### src/rtl/data_sram_bridge_pkg.sv
// Shared definitions for the data-side SRAM bridge: FSM states, bus size codes,
// the watchdog abort pattern and the byte-enable to size mapping.
package data_sram_bridge_pkg;

   typedef enum logic [2:0] {
      DS_IDLE  = 3'd0,
      DS_REQ   = 3'd1,
      DS_WAIT  = 3'd2,
      DS_DONE  = 3'd3,
      DS_DRAIN = 3'd4
   } ds_state_t;

   localparam logic [1:0]  SIZE_B   = 2'd0;
   localparam logic [1:0]  SIZE_H   = 2'd1;
   localparam logic [1:0]  SIZE_W   = 2'd2;
   localparam logic [31:0] DEADBEEF = 32'hDEAD_BEEF;

   // Irregular byte-enable patterns fall back to a word access.
   function automatic logic [1:0] we_to_size(input logic [3:0] we);
      case (we)
         4'b0001, 4'b0010, 4'b0100, 4'b1000: return SIZE_B;
         4'b0011, 4'b1100:                   return SIZE_H;
         default:                            return SIZE_W;
      endcase
   endfunction

endpackage

### src/rtl/data_sram_bridge_if.sv
// SRAM-like data bus: request/address phase (req, addr_ok) and data phase (data_ok).
// master = bridge side, slave = RAM / AXI shim side.
interface data_sram_bridge_if #(
   parameter int ADDR_W = 32,
   parameter int DATA_W = 32
);
   logic              data_req;
   logic              data_wr;
   logic [1:0]        data_size;
   logic [ADDR_W-1:0] data_addr;
   logic [DATA_W-1:0] data_wdata;
   logic              data_addr_ok;
   logic              data_data_ok;
   logic [DATA_W-1:0] data_rdata;

   modport master (
      output data_req, data_wr, data_size, data_addr, data_wdata,
      input  data_addr_ok, data_data_ok, data_rdata
   );

   modport slave (
      input  data_req, data_wr, data_size, data_addr, data_wdata,
      output data_addr_ok, data_data_ok, data_rdata
   );
endinterface

### src/rtl/data_sram_bridge_size_dec.sv
// Combinational decode of the core's byte enables into bus size and direction.
module dsram_size_dec
   import data_sram_bridge_pkg::*;
(
   input  logic [3:0] we,
   output logic [1:0] size,
   output logic       wr
);

   always_comb begin
      size = we_to_size(we);
      wr   = |we;
   end

endmodule

### src/rtl/data_sram_bridge.sv
// Data-side bridge: turns the core's single-cycle RAM access into an SRAM-like
// transaction and stalls MEM meanwhile. Optional watchdog: define DSRAM_TIMEOUT_EN.
module data_sram_bridge
   import data_sram_bridge_pkg::*;
#(
   parameter int ADDR_W  = 32,
   parameter int DATA_W  = 32,
   parameter int TIMEOUT = 255
) (
   input  logic              cpu_clk_50M,
   input  logic              cpu_rst,
   input  logic              dce,
   input  logic [ADDR_W-1:0] daddr,
   input  logic [3:0]        we,
   input  logic [DATA_W-1:0] din,
   input  logic              flush,
   output logic [DATA_W-1:0] dm,
   output logic              stallreq_mem,
   output logic              bus_err,
   data_sram_bridge_if.master bus
);

   ds_state_t  state;
   ds_state_t  state_nxt;
   logic [1:0] size_dec;
   logic       wr_dec;
   logic       addr_hs;
   logic       rd_done;
   logic       abort;

   dsram_size_dec u_size_dec (
      .we   (we),
      .size (size_dec),
      .wr   (wr_dec)
   );

   assign addr_hs = (state == DS_REQ) && bus.data_addr_ok;

   // Read data is only taken for a live (non-flushed) access whose address was accepted.
   assign rd_done = ((state == DS_WAIT) || addr_hs) && bus.data_data_ok
                    && !bus.data_wr && !flush;

   always_ff @(posedge cpu_clk_50M or posedge cpu_rst) begin
      if (cpu_rst) begin
         state <= DS_IDLE;
      end else begin
         state <= state_nxt;
      end
   end

   // A flush after the address was accepted must still drain the bus; a flush
   // coinciding with the final data_ok has nothing left to drain.
   always_comb begin
      state_nxt = state;
      case (state)
         DS_IDLE: begin
            if (dce && !flush) state_nxt = DS_REQ;
         end
         DS_REQ: begin
            if (bus.data_addr_ok) begin
               if (flush) state_nxt = bus.data_data_ok ? DS_IDLE : DS_DRAIN;
               else       state_nxt = bus.data_data_ok ? DS_DONE : DS_WAIT;
            end else if (flush) begin
               state_nxt = DS_IDLE;
            end
         end
         DS_WAIT: begin
            if (bus.data_data_ok) state_nxt = flush ? DS_IDLE : DS_DONE;
            else if (flush)       state_nxt = DS_DRAIN;
         end
         DS_DONE: begin
            state_nxt = DS_IDLE;
         end
         DS_DRAIN: begin
            if (bus.data_data_ok) state_nxt = DS_IDLE;
         end
         default: begin
            state_nxt = DS_IDLE;
         end
      endcase
      if (abort) state_nxt = DS_DONE;
   end

   always_comb begin
      bus.data_req = (state == DS_REQ);
      stallreq_mem = (dce && !flush && (state inside {DS_IDLE, DS_REQ, DS_WAIT}))
                     || (state == DS_DRAIN);
   end

   // Bus fields are captured once at issue and held until the access retires.
   always_ff @(posedge cpu_clk_50M or posedge cpu_rst) begin
      if (cpu_rst) begin
         bus.data_wr    <= 1'b0;
         bus.data_size  <= SIZE_B;
         bus.data_addr  <= '0;
         bus.data_wdata <= '0;
         dm             <= '0;
      end else begin
         if ((state == DS_IDLE) && (state_nxt == DS_REQ)) begin
            bus.data_wr    <= wr_dec;
            bus.data_size  <= size_dec;
            bus.data_addr  <= daddr;
            bus.data_wdata <= din;
         end
         if (rd_done) begin
            dm <= bus.data_rdata;
         end else if (abort && !bus.data_wr && (state != DS_DRAIN)) begin
            dm <= DEADBEEF;
         end
      end
   end

`ifdef DSRAM_TIMEOUT_EN
   logic [7:0] wd_cnt;
   logic       busy;

   assign busy  = state inside {DS_REQ, DS_WAIT, DS_DRAIN};
   assign abort = busy && (wd_cnt == 8'(TIMEOUT - 1));

   // wd_cnt holds the number of completed cycles spent in the current state.
   always_ff @(posedge cpu_clk_50M or posedge cpu_rst) begin
      if (cpu_rst) begin
         wd_cnt  <= 8'd0;
         bus_err <= 1'b0;
      end else begin
         bus_err <= abort;
         if (!busy || (state_nxt != state)) wd_cnt <= 8'd0;
         else                                wd_cnt <= wd_cnt + 8'd1;
      end
   end
`else
   assign abort   = 1'b0;
   assign bus_err = 1'b0;
`endif

endmodule

### src/flat_wrapper.sv
// flat-port wrapper written by rule: the top's interface ports become plain ports
module data_sram_bridge_flat import data_sram_bridge_pkg::*;
#(
   parameter int ADDR_W  = 32,
   parameter int DATA_W  = 32,
   parameter int TIMEOUT = 255
)
  (cpu_clk_50M, cpu_rst, dce, daddr, we, din, flush, dm, stallreq_mem, bus_err, bus_data_req, bus_data_wr, bus_data_size, bus_data_addr, bus_data_wdata, bus_data_addr_ok, bus_data_data_ok, bus_data_rdata);
  data_sram_bridge_if #(.ADDR_W(ADDR_W), .DATA_W(DATA_W)) bus_i ();
  input  logic cpu_clk_50M;
  input  logic cpu_rst;
  input  logic dce;
  input  logic [ADDR_W-1:0] daddr;
  input  logic [3:0] we;
  input  logic [DATA_W-1:0] din;
  input  logic flush;
  output logic [DATA_W-1:0] dm;
  output logic stallreq_mem;
  output logic bus_err;
  output wire logic [$bits(bus_i.data_req)-1:0] bus_data_req;
  output wire logic [$bits(bus_i.data_wr)-1:0] bus_data_wr;
  output wire logic [$bits(bus_i.data_size)-1:0] bus_data_size;
  output wire logic [$bits(bus_i.data_addr)-1:0] bus_data_addr;
  output wire logic [$bits(bus_i.data_wdata)-1:0] bus_data_wdata;
  input wire logic [$bits(bus_i.data_addr_ok)-1:0] bus_data_addr_ok;
  input wire logic [$bits(bus_i.data_data_ok)-1:0] bus_data_data_ok;
  input wire logic [$bits(bus_i.data_rdata)-1:0] bus_data_rdata;
  assign bus_data_req = bus_i.data_req;
  assign bus_data_wr = bus_i.data_wr;
  assign bus_data_size = bus_i.data_size;
  assign bus_data_addr = bus_i.data_addr;
  assign bus_data_wdata = bus_i.data_wdata;
  assign bus_i.data_addr_ok = bus_data_addr_ok;
  assign bus_i.data_data_ok = bus_data_data_ok;
  assign bus_i.data_rdata = bus_data_rdata;
  data_sram_bridge #(.ADDR_W(ADDR_W), .DATA_W(DATA_W), .TIMEOUT(TIMEOUT)) u_core (.cpu_clk_50M(cpu_clk_50M), .cpu_rst(cpu_rst), .dce(dce), .daddr(daddr), .we(we), .din(din), .flush(flush), .dm(dm), .stallreq_mem(stallreq_mem), .bus_err(bus_err), .bus(bus_i));
endmodule
### config.mk
export PLATFORM = sky130hd
export DESIGN_NAME = data_sram_bridge_flat
export DESIGN_NICKNAME = d
export VERILOG_FILES = /design/src/rtl/data_sram_bridge_pkg.sv /design/src/rtl/data_sram_bridge_if.sv /design/src/rtl/data_sram_bridge_size_dec.sv /design/src/rtl/data_sram_bridge.sv /design/src/flat_wrapper.sv
export SDC_FILE = /design/constraint.sdc
export NUM_CORES = 1
export LEC_CHECK = 0
export CAP_MARGIN = 20
export CORE_MARGIN = 1.5
export CORE_UTILIZATION = 41
export CTS_BUF_LIST = sky130_fd_sc_hd__clkbuf_16
export DETAILED_ROUTE_END_ITERATION = 8
export PLACE_DENSITY = 0.82
export RECOVER_POWER = 50
export SLEW_MARGIN = 30
export SYNTH_ARGS = -nofsm -noshare
export SYNTH_HDL_FRONTEND = slang
export SYNTH_SLANG_ARGS = --single-unit
### constraint.sdc
create_clock -name cpu_clk_50M -period 8.4 [get_ports cpu_clk_50M]
set_clock_uncertainty 0.05 [all_clocks]
set_input_delay 1.26 -clock cpu_clk_50M [delete_from_list [all_inputs] [get_ports cpu_clk_50M]]
set_output_delay 1.26 -clock cpu_clk_50M [all_outputs]
set_load 0.03 [all_outputs]
== Word-level counts from Yosys, hierarchy flattened ==
Cells that the tools add are included.
Storage, ports and cells
  word-level logic and storage cells: 44
  output and inout port bits: 102
  input bits: 106
  register bits after elaboration: 102
Operators by class
  multiplexer cells: 12
  equal/unequal tests: 10
  reduce and logical (&&, ||, !) cells: 16
Operator list (count)
  two-way mux 3 bit: 8
  case mux 3 bit (4 select lines): 1
  equality test 4 x 2 -> 1 bit (second input constant): 2
  equality test 4 bit (second input constant): 2
  OR reduction 4 bit: 2
  logical AND 1 bit: 7
  equality test 3 x 1 -> 1 bit (second input constant): 2
  equality test 4 x 1 -> 1 bit (second input constant): 1
  equality test 4 x 3 -> 1 bit (second input constant): 1
  case mux 2 bit (2 select lines): 1
  equality test 3 x 2 -> 1 bit (second input constant): 1
  equality test 3 bit (second input constant): 1
  logical NOT 3 bit: 1
  nonzero test 3 bit: 1
  logical NOT 1 bit: 2
  logical OR 1 bit: 2
  two-way mux 2 bit: 1
  OR reduction 2 bit: 1
  two-way mux 1 bit: 1

== Logic depth before layout (Yosys ltp) ==
Gate-level depths: netlist of run 1.
  depth in word-level cells: 6
  gate-level depth with buffers: 5
  gate-level depth less buffers: 3

== Hierarchy ==
Synthesis of run 1 repeated with hierarchy kept, for this count alone.
Unflattened totals
  cells, all modules: 241
  area, all modules: 4078.9 sq um
Modules (own cells, without submodules)
  data_sram_bridge: cells each 235, instances 1, area each 4040.1 sq um, seq. area each 2552.4 sq um
  dsram_size_dec: cells each 6, instances 1, area each 38.8 sq um, seq. area each 0.0 sq um

== Least setup slack after synthesis of run 1 ==
Ideal clock, no wire load.
  kind: input to output
  start: input port flush
  end: output port stallreq_mem
  buffers on the path: 0
  data arrival time: 1.771 ns
  data required time: 7.090 ns
  cell stages on the path: 2
  setup slack: 5.319 ns
  cells stage by stage: nor2_1 > a32o_1
On the way
  word-level cells in the longest chain between the ends: 4
RTL lines
  start: declaration: line flat_wrapper.sv:16  | input logic flush;
  logical NOT 1 bit: line data_sram_bridge.sv:86  | stallreq_mem = (dce && !flush && (state inside {DS_IDLE, DS_REQ, DS_WAIT}))
  logical AND 1 bit (2 in a row): line data_sram_bridge.sv:86
  logical OR 1 bit: line data_sram_bridge.sv:87  | || (state == DS_DRAIN);
  end: declaration: line flat_wrapper.sv:18  | output logic stallreq_mem;
No other way between the ends.

== Worst setup path in the final report of run 1 ==
Ends and elaborated chain as after synthesis.

==> results of run 1 <==
==> layer usage <==
layer  global-route usage [%]  share of wire (%)  vias to the layer above
met5                        0                  0                        -
met3                     5.34                7.8                       15
met2                     31.8                 52                      118
met4                     8.54                2.2                        0
met1                     21.3                 38                     1357
li1                         -                  -                     1268
==> kinds of logic after synthesis <==
logic type | Yosys count
buffers and inverters | 14
AO/OA/AOI/OAI | 7
XOR/XNOR | 1
flip-flops | 102
other | 1
AND/OR/NAND/NOR | 17
multiplexers | 99
==> worst max-delay path, cell delays in order <==
cell and delay (ps):
sky130_fd_sc_hd__dlygate4sd3_1 550, sky130_fd_sc_hd__nor2_1 190, sky130_fd_sc_hd__a32o_1 200, sky130_fd_sc_hd__clkdlybuf4s50_1 670
==> how the worst max path moves through the flow <==
stage,startpoint,endpoint
floorplan,cpu_rst,u_core.bus.data_addr[0]
global placement,flush,stallreq_mem
detailed placement,flush,stallreq_mem
CTS,flush,stallreq_mem
global route,flush,stallreq_mem
finish,flush,stallreq_mem
==> state kept, by name (all words and copies together) (netlist names) <==
register               flops
u_core.bus.data_addr      32
u_core.bus.data_size       2
u_core.bus.data_wdata     32
u_core.bus.data_wr         1
u_core.dm                 32
u_core.state               3
==> stage by stage <==
step,worst slack [ps],utilization [%],std cells,instance area [um2],power [mW]
after floorplan,4410,-,241,4040,1.20
after global placement,4260,64.3,570,6200,1.58
after detailed placement,4240,64.8,572,6250,1.60
after CTS,4230,67.8,588,6540,2.02
after global routing,4150,67.1,589,6470,2.03
final,4220,67.1,589,6470,1.94
==> report_power, final <==
group          total (mW)  switching (mW)  internal, mW  leakage (nW)
registers           0.713          0.0735         0.640          1.25
clock network       0.405           0.177         0.228         0.133
logic               0.817           0.446         0.372          1.43
==> cell usage in the layout, fill, tap and decap left out, types with 3 or more instances in the layout <==
cell type                         netlist  final
sky130_fd_sc_hd__mux2_2                50     50
sky130_fd_sc_hd__dlygate4sd3_1          0     65
sky130_fd_sc_hd__clkbuf_16              0      9
sky130_fd_sc_hd__clkdlybuf4s50_1        0    141
sky130_fd_sc_hd__mux2_4                30     14
sky130_fd_sc_hd__dfrtp_1              102    102
sky130_fd_sc_hd__nor2_1                 7      7
sky130_fd_sc_hd__mux2_1                18     34
sky130_fd_sc_hd__clkinvlp_4             0      3
==> final cells by class <==
type	instances	area share, %
clock buffers	9	3.48
clock inverters	7	1.01
inverters	3	0.193
multi-input cells	125	20.5
flip-flops and latches	102	39.5
well taps	133	2.57
repair buffers	210	32.8
==> out/summary.md, run 1 <==
The number of hold violations in the final report came out at 0. In the routed design, unresolved DRC markers number 0. Setup violations remaining at the end of the flow were counted as 0. Of all flip-flops after synthesis, the portion carrying an async set or reset was 100%.

The logs give 14500 um for the wire length of the first global-routing pass and 7040 um for the post-detailed-placement half-perimeter wirelength. From synthesis to final layout, the design area changed by 60.1%. Sequential cells were found to cover 63.2% of the synthesized design area.

The floorplan step set the die height to 102 um. Adding up every negative setup slack in the final design gives 0 ps. For the count of filler cells inserted in the layout, the log shows 724. For the total grt overflow, the log shows 0. The count of buffers inserted at the top-level ports was 206; the placeable core region was 0.00964 mm2.

The number of nets in the synthesized netlist is 347. Startpoint of the lowest-slack hold path: u_core.dm[9]. Summing all flip-flop and latch instances after layout gives 0.00255 mm2. The checks that failed: capacitance limit, slew limit.

The cts-stage hold buffer count is 0. Synthesis produced 241 cells. Summed over all cells, the static leakage comes to 2.82 nW. In this run the mean area of a mapped cell was 16.8 um2. The endpoint identified for the worst register-to-register timing path is u_core.dm[2]. In this run, CTS created clock tree buffers numbering 9.

The maximum achievable frequency is 239 MHz, and the residual antenna-violating net count after detailed routing is 0. At the end of routability-driven placement, the weighted congestion stood at 0.725. During I/O placement, the number of pins put on the boundary was 208. Clock-pin slew was measured on the worst setup and hold paths at 70 ps. In this run the register-to-register setup slack is 5850 ps.

The number of pins with negative max-slew slack in the final report came out at 49. The critical register-to-register path startpoint is u_core.state[1]. Gates resized during post-CTS repair numbered 0.

The clock drives 102 sinks. The most instantiated flip-flop cell in the synthesis netlist was sky130_fd_sc_hd__dfrtp_1. The worst hold path stage count is 1, and the routed via count divided by cell count is 4.68. After Yosys synthesis, full adders, half adders and majority gates account for 0% of the synthesized area. At the worst endpoint, the required time is 7090 ps. The tools report the clock tree buffer depth as 2. Row generation in the floorplan step produced 36 rows. The tree is rooted in a sky130_fd_sc_hd__clkbuf_16. For the pin count of the biggest net entering global routing, the log shows 69. The post-synthesis share of cell area spent on xor and xnor gates is 0.217%, and the total of warnings raised by yosys is 0. The number of H-tree levels was 3; the via count of the first global-routing pass was 2885. For the worst setup path, the data arrival time is 2870 ps.

The type of the worst setup path was primary input to output pin. The total area of multi-input combinational cells came out at 0.00132 mm2. The capturing element type of the critical path was an output pin.

The commonest cells after synthesis are sky130_fd_sc_hd__dfrtp_1 (102), sky130_fd_sc_hd__mux2_2 (50), sky130_fd_sc_hd__mux2_4 (30), sky130_fd_sc_hd__mux2_1 (18), sky130_fd_sc_hd__nor2_1 (7). After synthesis, the largest family of logic cells by area is multiplexers. Cells with a size suffix above 1 make up 18.4% of the layout. The simple logic cell fraction of the synthesized area came out at 2.26%.

The cell depth of the worst flop-to-flop path was 5; the count of flip-flops with a built-in enable after synthesis was 0. The wire length per cell is 16.2 um. Summed over all instances, the cell type with the most area after synthesis is sky130_fd_sc_hd__dfrtp_1.

Global routing used 18.5% of the available tracks. Final hold analysis gives a worst-case slack of 429 ps. The count of maximum capacitance violations was 1. The flow ran to the end, but the final reports show violations. The tools report the number of antenna violations at the first check in global routing as 0.

After synthesis, the largest area contributor takes up 63.2% of total cell area. The worst pin sits at a relative slew slack of -40.4%. For this configuration, the core starts out at a cell density of 41.9%. The worst hold path belongs to the class register to register. In the post-synthesis netlist, the biggest area contributors are sky130_fd_sc_hd__dfrtp_1 (63%), sky130_fd_sc_hd__mux2_2 (14%), sky130_fd_sc_hd__mux2_4 (11%), sky130_fd_sc_hd__mux2_1 (5.0%), sky130_fd_sc_hd__buf_6 (1.4%).

Summing the areas of all compound-gate instances in the mapped netlist gives 1.36% of the synthesized area. After layout, the minimum clock period comes to 4180 ps. Worst min-delay path endpoint: u_core.dm[9]. In this run the power density over the cells is 299 mW/mm2. The number of different library cells used by synthesis comes to 26. The slew of the pin with the lowest slew margin is 2090 ps, and the worst vdd rail ir drop is 142 uV. For the cell area after synthesis, the log shows 0.00404 mm2. Setup repair after global routing left no endpoint under its margin. At the later pin of the worst-skew pair, clock insertion delay measures 330 ps.

The number of iterations in the first detailed-routing pass is 4. The worst setup path is launched from a primary input. The width of the chip came out at 102 um. The number of antenna repair diodes was 0. The overall die area was 0.0105 mm2; the count of state elements after synthesis was 102. The detailed router finished its first iteration with 42 violations. TritonCTS built the clock tree. Measured against the total synthesized area, the mux share comes to 30.4%.

Net count reported at finish: 557. After clock tree synthesis, the setup repair step added 0 buffers. The detailed router placed 2758 vias in this run. Dividing the final minimum period by the clock period gives 49.8%.

The tools report the final wirelength as 9520 um. Among all cell types in the netlist, the one instantiated most often is sky130_fd_sc_hd__dfrtp_1. The largest driver fanout on the critical path works out to 3.
Note: power is estimated with default switching activity, not from simulation.
==> run 2: changes to the inputs <==
Settings changed: CORE_UTILIZATION 41 to 36, PLACE_DENSITY 0.82 to 0.77.
Clock period 8.4 ns to 3.6 ns, I/O delays scaled along.
==> out/summary.md, run 2 (synthesized netlist as in run 1, its figures left out) <==
Final core area utilization: 60.0% (was 67.1%). For the via count of the first global-routing pass, the log shows 2828 (was 2885). CP cell instances: dlygate4sd3_1 -> nor2_1 -> a32o_1 -> clkdlybuf4s50_1 (unchanged).

The run gives 0 ps (unchanged) as the sum of negative setup slack. The logs give 0 (unchanged) for the setup violation total in the final timing report and 208 (unchanged) for the number of ports placed on the die boundary. The tightest hold margin was 434 ps (was 429 ps); the final wirelength was 9330 um (was 9520 um). The path type of the worst min-delay path was register to register (unchanged).

The number of hold violations in the final report was 0 (unchanged); the number of antenna repair diodes was 0 (unchanged). Most frequent cells in the layout: sky130_fd_sc_hd__clkdlybuf4s50_1 (174), sky130_fd_sc_hd__dfrtp_1 (102), sky130_fd_sc_hd__mux2_2 (50), sky130_fd_sc_hd__dlygate4sd3_1 (32), sky130_fd_sc_hd__mux2_4 (30) (was sky130_fd_sc_hd__clkdlybuf4s50_1 (141), sky130_fd_sc_hd__dfrtp_1 (102), sky130_fd_sc_hd__dlygate4sd3_1 (65), sky130_fd_sc_hd__mux2_2 (50), sky130_fd_sc_hd__mux2_1 (34)). TritonCTS built the clock tree. The clock period minus worst slack works out to 2870 ps. The post-CTS resize count was 0 (unchanged).

For the initial cell density of the core, the log shows 37.1% (was 41.9%). The slowest cell on the critical path is sky130_fd_sc_hd__clkdlybuf4s50_1 (unchanged). For the count of filler cells inserted in the layout, the log shows 894 (was 724).

The tools report the total routing usage reported by global routing as 15.6% (was 18.5%). The number of iterations in the first detailed-routing pass is 3 (was 4). The run gives 14000 um (was 14500 um) as the wire length of the first global-routing pass. The tools report the number of H-tree levels as 3 (unchanged). Post-detailed-placement half-perimeter wirelength: 7010 um (was 7040 um). The run gives 38 (was 36) as the number of rows in the core area. The synthesis-to-layout area growth came out at 61.8% (was 60.1%). The static leakage is 2.79 nW (was 2.82 nW).

The routed via count divided by cell count is 4.61 (was 4.68), and the total grt overflow is 0 (unchanged). For the cts-stage hold buffer count, the log shows 0 (unchanged). Failing checks: capacitance limit, slew limit (unchanged). The clock tree root buffer cell is sky130_fd_sc_hd__clkbuf_16 (unchanged).

Setup repair after global routing left no endpoint under its margin. Delay contributed by the slowest stage of the critical path: 690 ps (was 670 ps). The worst vdd rail ir drop is 322 uV (was 142 uV), and the share of the clock period used by the worst path after layout is 79.8%.

Latest clock arrival within the worst-skew pair: 330 ps (about the same). The tools report the arrival time reported for the critical path endpoint as 2280 ps (was 2870 ps). The share of cells above drive strength 1 was 22.4% (was 18.4%); the clock transition at the registers of the reported paths was 60 ps (was 70 ps). Final routed DRC violation total: 0 (unchanged). The clock tree buffer depth was 2 (unchanged). The filler-free cell count of the finished design was 595 (was 589); the initial DRC count was 50 (was 42). The TritonCTS buffer count is 9 (unchanged). The die outline height was 109 um (was 102 um); the count of buffers inserted at the top-level ports was 206 (unchanged).

The logs give 579 (was 572) for the total instance count after detailed placement and 0.802 (was 0.725) for the routability-driven placement congestion ratio. Count of maximum capacitance violations: 1 (unchanged). The type of the worst setup path is primary input to output pin (unchanged). The wire length per cell is 15.7 um (was 16.2 um). The post-place setup slack came out at 867 ps (was 4240 ps). Number of antenna violations at the first check in global routing: 0 (unchanged). The most common library cell in the layout ignoring fill and taps was sky130_fd_sc_hd__clkdlybuf4s50_1 (unchanged). The tools report the net count reported at finish as 556 (was 557). The placeable core region was 0.0109 mm2 (was 0.00964 mm2). Derived from the worst setup path, the maximum achievable clock frequency is 348 MHz. The width of the chip was 109 um (was 102 um); the slew of the pin with the lowest slew margin was 2070 ps (was 2090 ps). The number of pins with negative max-slew slack in the final report was 54 (was 49); the via count was 2741 (was 2758).

For the required time reported for the critical path endpoint, the log shows 3010 ps (was 7090 ps). The largest driver fanout on the critical path works out to 3 (unchanged). The headroom to the max-slew limit was -38.1% (was -40.4%). The run finished, with violations left. The overall die area was 0.0119 mm2 (was 0.0105 mm2); the residual antenna-violating net count after detailed routing was 0 (unchanged). The run gives 55 (was 69) as the pin count of the biggest net entering global routing. The type of origin of the critical path was a primary input (unchanged). Power density over the cells: 706 mW/mm2 (was 299 mW/mm2). Post-CTS setup buffer count: 0 (unchanged).

The run gives 102 (unchanged) as the count of clock tree sinks. Registers with the highest flip-flop counts: u_core.bus.data_addr: 32 flops, u_core.bus.data_wdata: 32 flops, u_core.dm: 32 flops (unchanged). The capturing element type of the critical path was an output pin (unchanged). The final setup slack of the worst path came out at 727 ps (was 4220 ps).
[run 2: cell types whose count changed in the layout (fill, tap and decap cells not counted), moves of 2 or more]
| cell | before | now |
|---|---|---|
| sky130_fd_sc_hd__clkinvlp_4 | 3 | 1 |
| sky130_fd_sc_hd__inv_6 | 0 | 3 |
| sky130_fd_sc_hd__dlygate4sd3_1 | 65 | 32 |
| sky130_fd_sc_hd__mux2_4 | 14 | 30 |
| sky130_fd_sc_hd__mux2_1 | 34 | 18 |
| sky130_fd_sc_hd__clkinv_1 | 2 | 0 |
| sky130_fd_sc_hd__inv_1 | 2 | 4 |
| sky130_fd_sc_hd__clkdlybuf4s50_1 | 141 | 174 |
[run 2: final cells by class]
class | instances | area, um2 | area share, %
sequential | 102 | 2550 | 39.1
timing repair buffer | 209 | 2100 | 32.1
multi-input combinational | 125 | 1400 | 21.4
clock buffer | 9 | 225 | 3.45
tap | 140 | 175 | 2.68
clock inverter | 7 | 72.6 | 1.11
inverter | 3 | 11.3 | 0.172
[run 2: metal layers]
metal	wire (um)	part of all wire (%)	GRT usage [%]	vias to the layer above
met5	0	0	0	-
met4	215	2.3	7.71	0
met3	678	7.3	4.00	17
met2	4770	51	26.8	111
met1	3670	39	18.0	1347
li1	-	-	-	1266
[run 2: per-stage QoR]
stage | total power [mW] | cell area, um2
after floorplan | 2.80 | 4040
after global placement | 3.69 | 6240
after detailed placement | 3.74 | 6240
after CTS | 4.73 | 6530
after global routing | 4.83 | 6530
final | 4.61 | 6530
[run 2: final timing paths]
kind	to	slack (ps)	cells past startpoint	start
max	stallreq_mem	730	4	flush
min	u_core.bus.data_addr[11]	430	1	u_core.bus.data_addr[11]
max reg2reg	u_core.bus.data_addr[12]	1510	4	u_core.state[2]
min reg2reg	u_core.bus.data_addr[11]	430	1	u_core.bus.data_addr[11]
max in group asynchronous	u_core.bus.data_size[1]	1010	2	cpu_rst
min in group asynchronous	u_core.bus.data_addr[22]	1290	2	cpu_rst
[run 2: worst max-delay path, delay by kind of cell]
kind	cells	cell delay (ps)
simple gates	1	270
buf+inv	2	1240
compound gates	1	220
[run 2: power breakdown]
part           total (mW)  switching, mW  internal [mW]  leakage [nW]
Clock               0.962          0.419          0.543         0.148
Sequential           1.67          0.175           1.49          1.25
Combinational        1.98           1.04          0.942          1.39
==> run 3: changes to the inputs <==
Clock period 3.6 ns to 2.4 ns, I/O delays scaled along.
==> out/summary.md, run 3 (synthesized netlist as in run 1, its figures left out) <==
The placeable core region was 0.0109 mm2 (unchanged). Routability-driven placement congestion ratio: 0.655 (was 0.802). The startpoint of the lowest-slack hold path is u_core.bus.data_addr[18] (was u_core.bus.data_addr[11]).

Capturing element type of the critical path: an output pin (unchanged). Die outline height: 109 um (unchanged). Cell depth of the worst flop-to-flop path: 5 (was 4). The initial DRC count was 90 (was 50).

The minimum setup slack among reg-to-reg paths was 190 ps (was 1510 ps). The tools report the count of filler cells inserted in the layout as 859 (was 894). Timing would allow up to 447 MHz. Slowest cell on the critical path: sky130_fd_sc_hd__clkdlybuf4s50_1 (unchanged). TritonCTS built the clock tree. The static leakage is 2.78 nW (was 2.79 nW). Most frequent cells in the layout: sky130_fd_sc_hd__clkdlybuf4s50_1 (199), sky130_fd_sc_hd__dfrtp_1 (102), sky130_fd_sc_hd__mux2_2 (50), sky130_fd_sc_hd__mux2_4 (30), sky130_fd_sc_hd__mux2_1 (18) (was sky130_fd_sc_hd__clkdlybuf4s50_1 (174), sky130_fd_sc_hd__dfrtp_1 (102), sky130_fd_sc_hd__mux2_2 (50), sky130_fd_sc_hd__dlygate4sd3_1 (32), sky130_fd_sc_hd__mux2_4 (30)).

For the arrival time reported for the critical path endpoint, the log shows 1830 ps (was 2280 ps). The logs give 0.0119 mm2 (unchanged) for the overall die area and 0 (unchanged) for the setup violation total in the final timing report. The worst min-delay path endpoint is u_core.bus.data_addr[18] (was u_core.bus.data_addr[11]). The width of the chip is 109 um (unchanged), and the slew of the pin with the lowest slew margin is 1400 ps (was 2070 ps).

Most common library cell in the layout ignoring fill and taps: sky130_fd_sc_hd__clkdlybuf4s50_1 (unchanged). The routed via count divided by cell count was 4.65 (was 4.61). The reg-to-reg critical path endpoint is u_core.bus.data_addr[11] (was u_core.bus.data_addr[12]).

The run gives 0.00630 mm2 (was 0.00624 mm2) as the post-detailed-placement cell area. Registers with the highest flip-flop counts: u_core.bus.data_addr: 32 flops, u_core.bus.data_wdata: 32 flops, u_core.dm: 32 flops (unchanged). The share of cells above drive strength 1 was 22.8% (was 22.4%). Headroom to the max-slew limit: 6.62% (was -38.1%). CP cell instances: nor2b_1 -> nor2b_1 -> clkdlybuf4s50_1 (was dlygate4sd3_1 -> nor2_1 -> a32o_1 -> clkdlybuf4s50_1). The cell occurring most often along the worst timing path was sky130_fd_sc_hd__nor2b_1. The delay contributed by the slowest stage of the critical path works out to 710 ps (was 690 ps).

Setup repair after global routing left no endpoint under its margin. The number of ports placed on the die boundary is 208 (unchanged). For the number of rows in the core area, the log shows 38 (unchanged).

The count of buffers inserted at the top-level ports was 206 (unchanged). Clock tree buffer depth: 2 (unchanged). Type of the worst setup path: register to output pin (was primary input to output pin). Total area of multi-input combinational cells: 0.00139 mm2 (was 0.00140 mm2).

The worst hold path stage count is 1 (unchanged), and the final design area excluding fillers is 0.00655 mm2 (was 0.00653 mm2). The net count reported at finish is 561 (was 556). The critical register-to-register path startpoint is u_core.state[2] (unchanged).

The logs give 0 (unchanged) for the number of antenna violations at the first check in global routing and 0 (unchanged) for the number of antenna repair diodes. The largest driver fanout on the critical path came out at 6 (was 3). The pin count of the biggest net entering global routing is 59 (was 55), and the latest clock arrival within the worst-skew pair is 340 ps (was 330 ps).

For the cts-stage hold buffer count, the log shows 0 (unchanged). The clock transition at the registers of the reported paths came out at 70 ps (was 60 ps). The tools report the type of origin of the critical path as a register (was a primary input). The run gives 4 (was 3) as the number of iterations in the first detailed-routing pass. The residual antenna-violating net count after detailed routing is 0 (unchanged).

The clock period minus worst slack was 2240 ps. The logs give 0 (unchanged) for the post-CTS setup buffer count and 2788 (was 2741) for the via count. The run finished with clean final reports. The worst vdd rail ir drop was 496 uV (was 322 uV). The path type of the worst min-delay path is register to register (unchanged). The power density over the cells was 1070 mW/mm2 (was 706 mW/mm2); the number of hold violations in the final report was 0 (unchanged). The logs give 7060 um (was 7010 um) for the post-detailed-placement half-perimeter wirelength and 0 (was 1) for the count of maximum capacitance violations. The run gives 9 (unchanged) as the TritonCTS buffer count.

The tools report the critical path startpoint as u_core.state[0] (was flush). Via count of the first global-routing pass: 2954 (was 2828). The synthesis-to-layout area growth is 62.1% (was 61.8%), and the wire length of the first global-routing pass is 14600 um (was 14000 um). The logs give 102 (unchanged) for the count of clock tree sinks and 1990 ps (was 3010 ps) for the required time reported for the critical path endpoint.

The run gives 0 (unchanged) as the final routed DRC violation total. The number of H-tree levels was 3 (unchanged); the initial cell density of the core was 37.1% (unchanged). The clock tree root buffer cell was sky130_fd_sc_hd__clkbuf_16 (unchanged). Area occupied by registers: 0.00255 mm2 (unchanged). The tools report the total grt overflow as 0 (unchanged). The total routing usage reported by global routing was 16.1% (was 15.6%).

The number of pins with negative max-slew slack in the final report is 0 (was 54). Wire length per cell: 15.9 um (was 15.7 um). Sum of negative setup slack: 0 ps (unchanged).

The final wirelength was 9560 um (was 9330 um). The post-CTS resize count is 0 (unchanged), and the share of the clock period used by the worst path after layout is 93.2%.
[run 3: final cells by class]
cell class | instances | area share, %
Sequential cell | 102 | 39.0
Timing Repair Buffer | 214 | 32.5
Multi-Input combinational cell | 125 | 21.2
Clock buffer | 9 | 3.44
Tap cell | 140 | 2.68
Clock inverter | 7 | 1.01
Inverter | 3 | 0.229
[run 3: power breakdown]
| part | total, mW | internal, mW | leakage, nW | switching (mW) |
|---|---|---|---|---|
| Clock | 1.43 | 0.802 | 0.142 | 0.633 |
| Combinational | 3.03 | 1.46 | 1.39 | 1.56 |
| Sequential | 2.51 | 2.24 | 1.25 | 0.270 |
[run 3: worst max-delay path, delay by kind of cell, from the launching register on]
kind	cells	cell delay [ps]
DFF	1	430
buffers and inverters	1	710
and+or+nand+nor	2	350
[run 3: worst max-delay path by stage]
stage / slack (ps) / cells past startpoint / end
after floorplan: 770 / 1 / u_core.bus.data_addr[0]
after global placement: 230 / 4 / stallreq_mem
after detailed placement: 180 / 4 / stallreq_mem
after CTS: 130 / 3 / stallreq_mem
after global routing: 30 / 5 / u_core.bus.data_addr[11]
final: 160 / 3 / bus_data_req
[run 3: metal layers]
| layer | vias to the layer above | wire (um) | GRT usage [%] |
|---|---|---|---|
| met2 | 125 | 4780 | 27.3 |
| met3 | 16 | 909 | 5.32 |
| met1 | 1370 | 3680 | 18.8 |
| met4 | 0 | 188 | 6.48 |
| li1 | 1277 | - | - |
| met5 | - | 0 | 0 |
[run 3: through the flow]
| stage | hold WS [ps] | util, % | total power [mW] | setup WS (ps) | std cells |
|---|---|---|---|---|---|
| after floorplan | 376 | - | 4.20 | 772 | 241 |
| after global placement | 423 | 57.9 | 5.56 | 234 | 584 |
| after detailed placement | 431 | 57.9 | 5.63 | 176 | 584 |
| after CTS | 415 | 60.5 | 7.09 | 125 | 600 |
| after global routing | 454 | 60.1 | 7.31 | 31.2 | 600 |
| final | 438 | 60.1 | 6.97 | 162 | 600 |
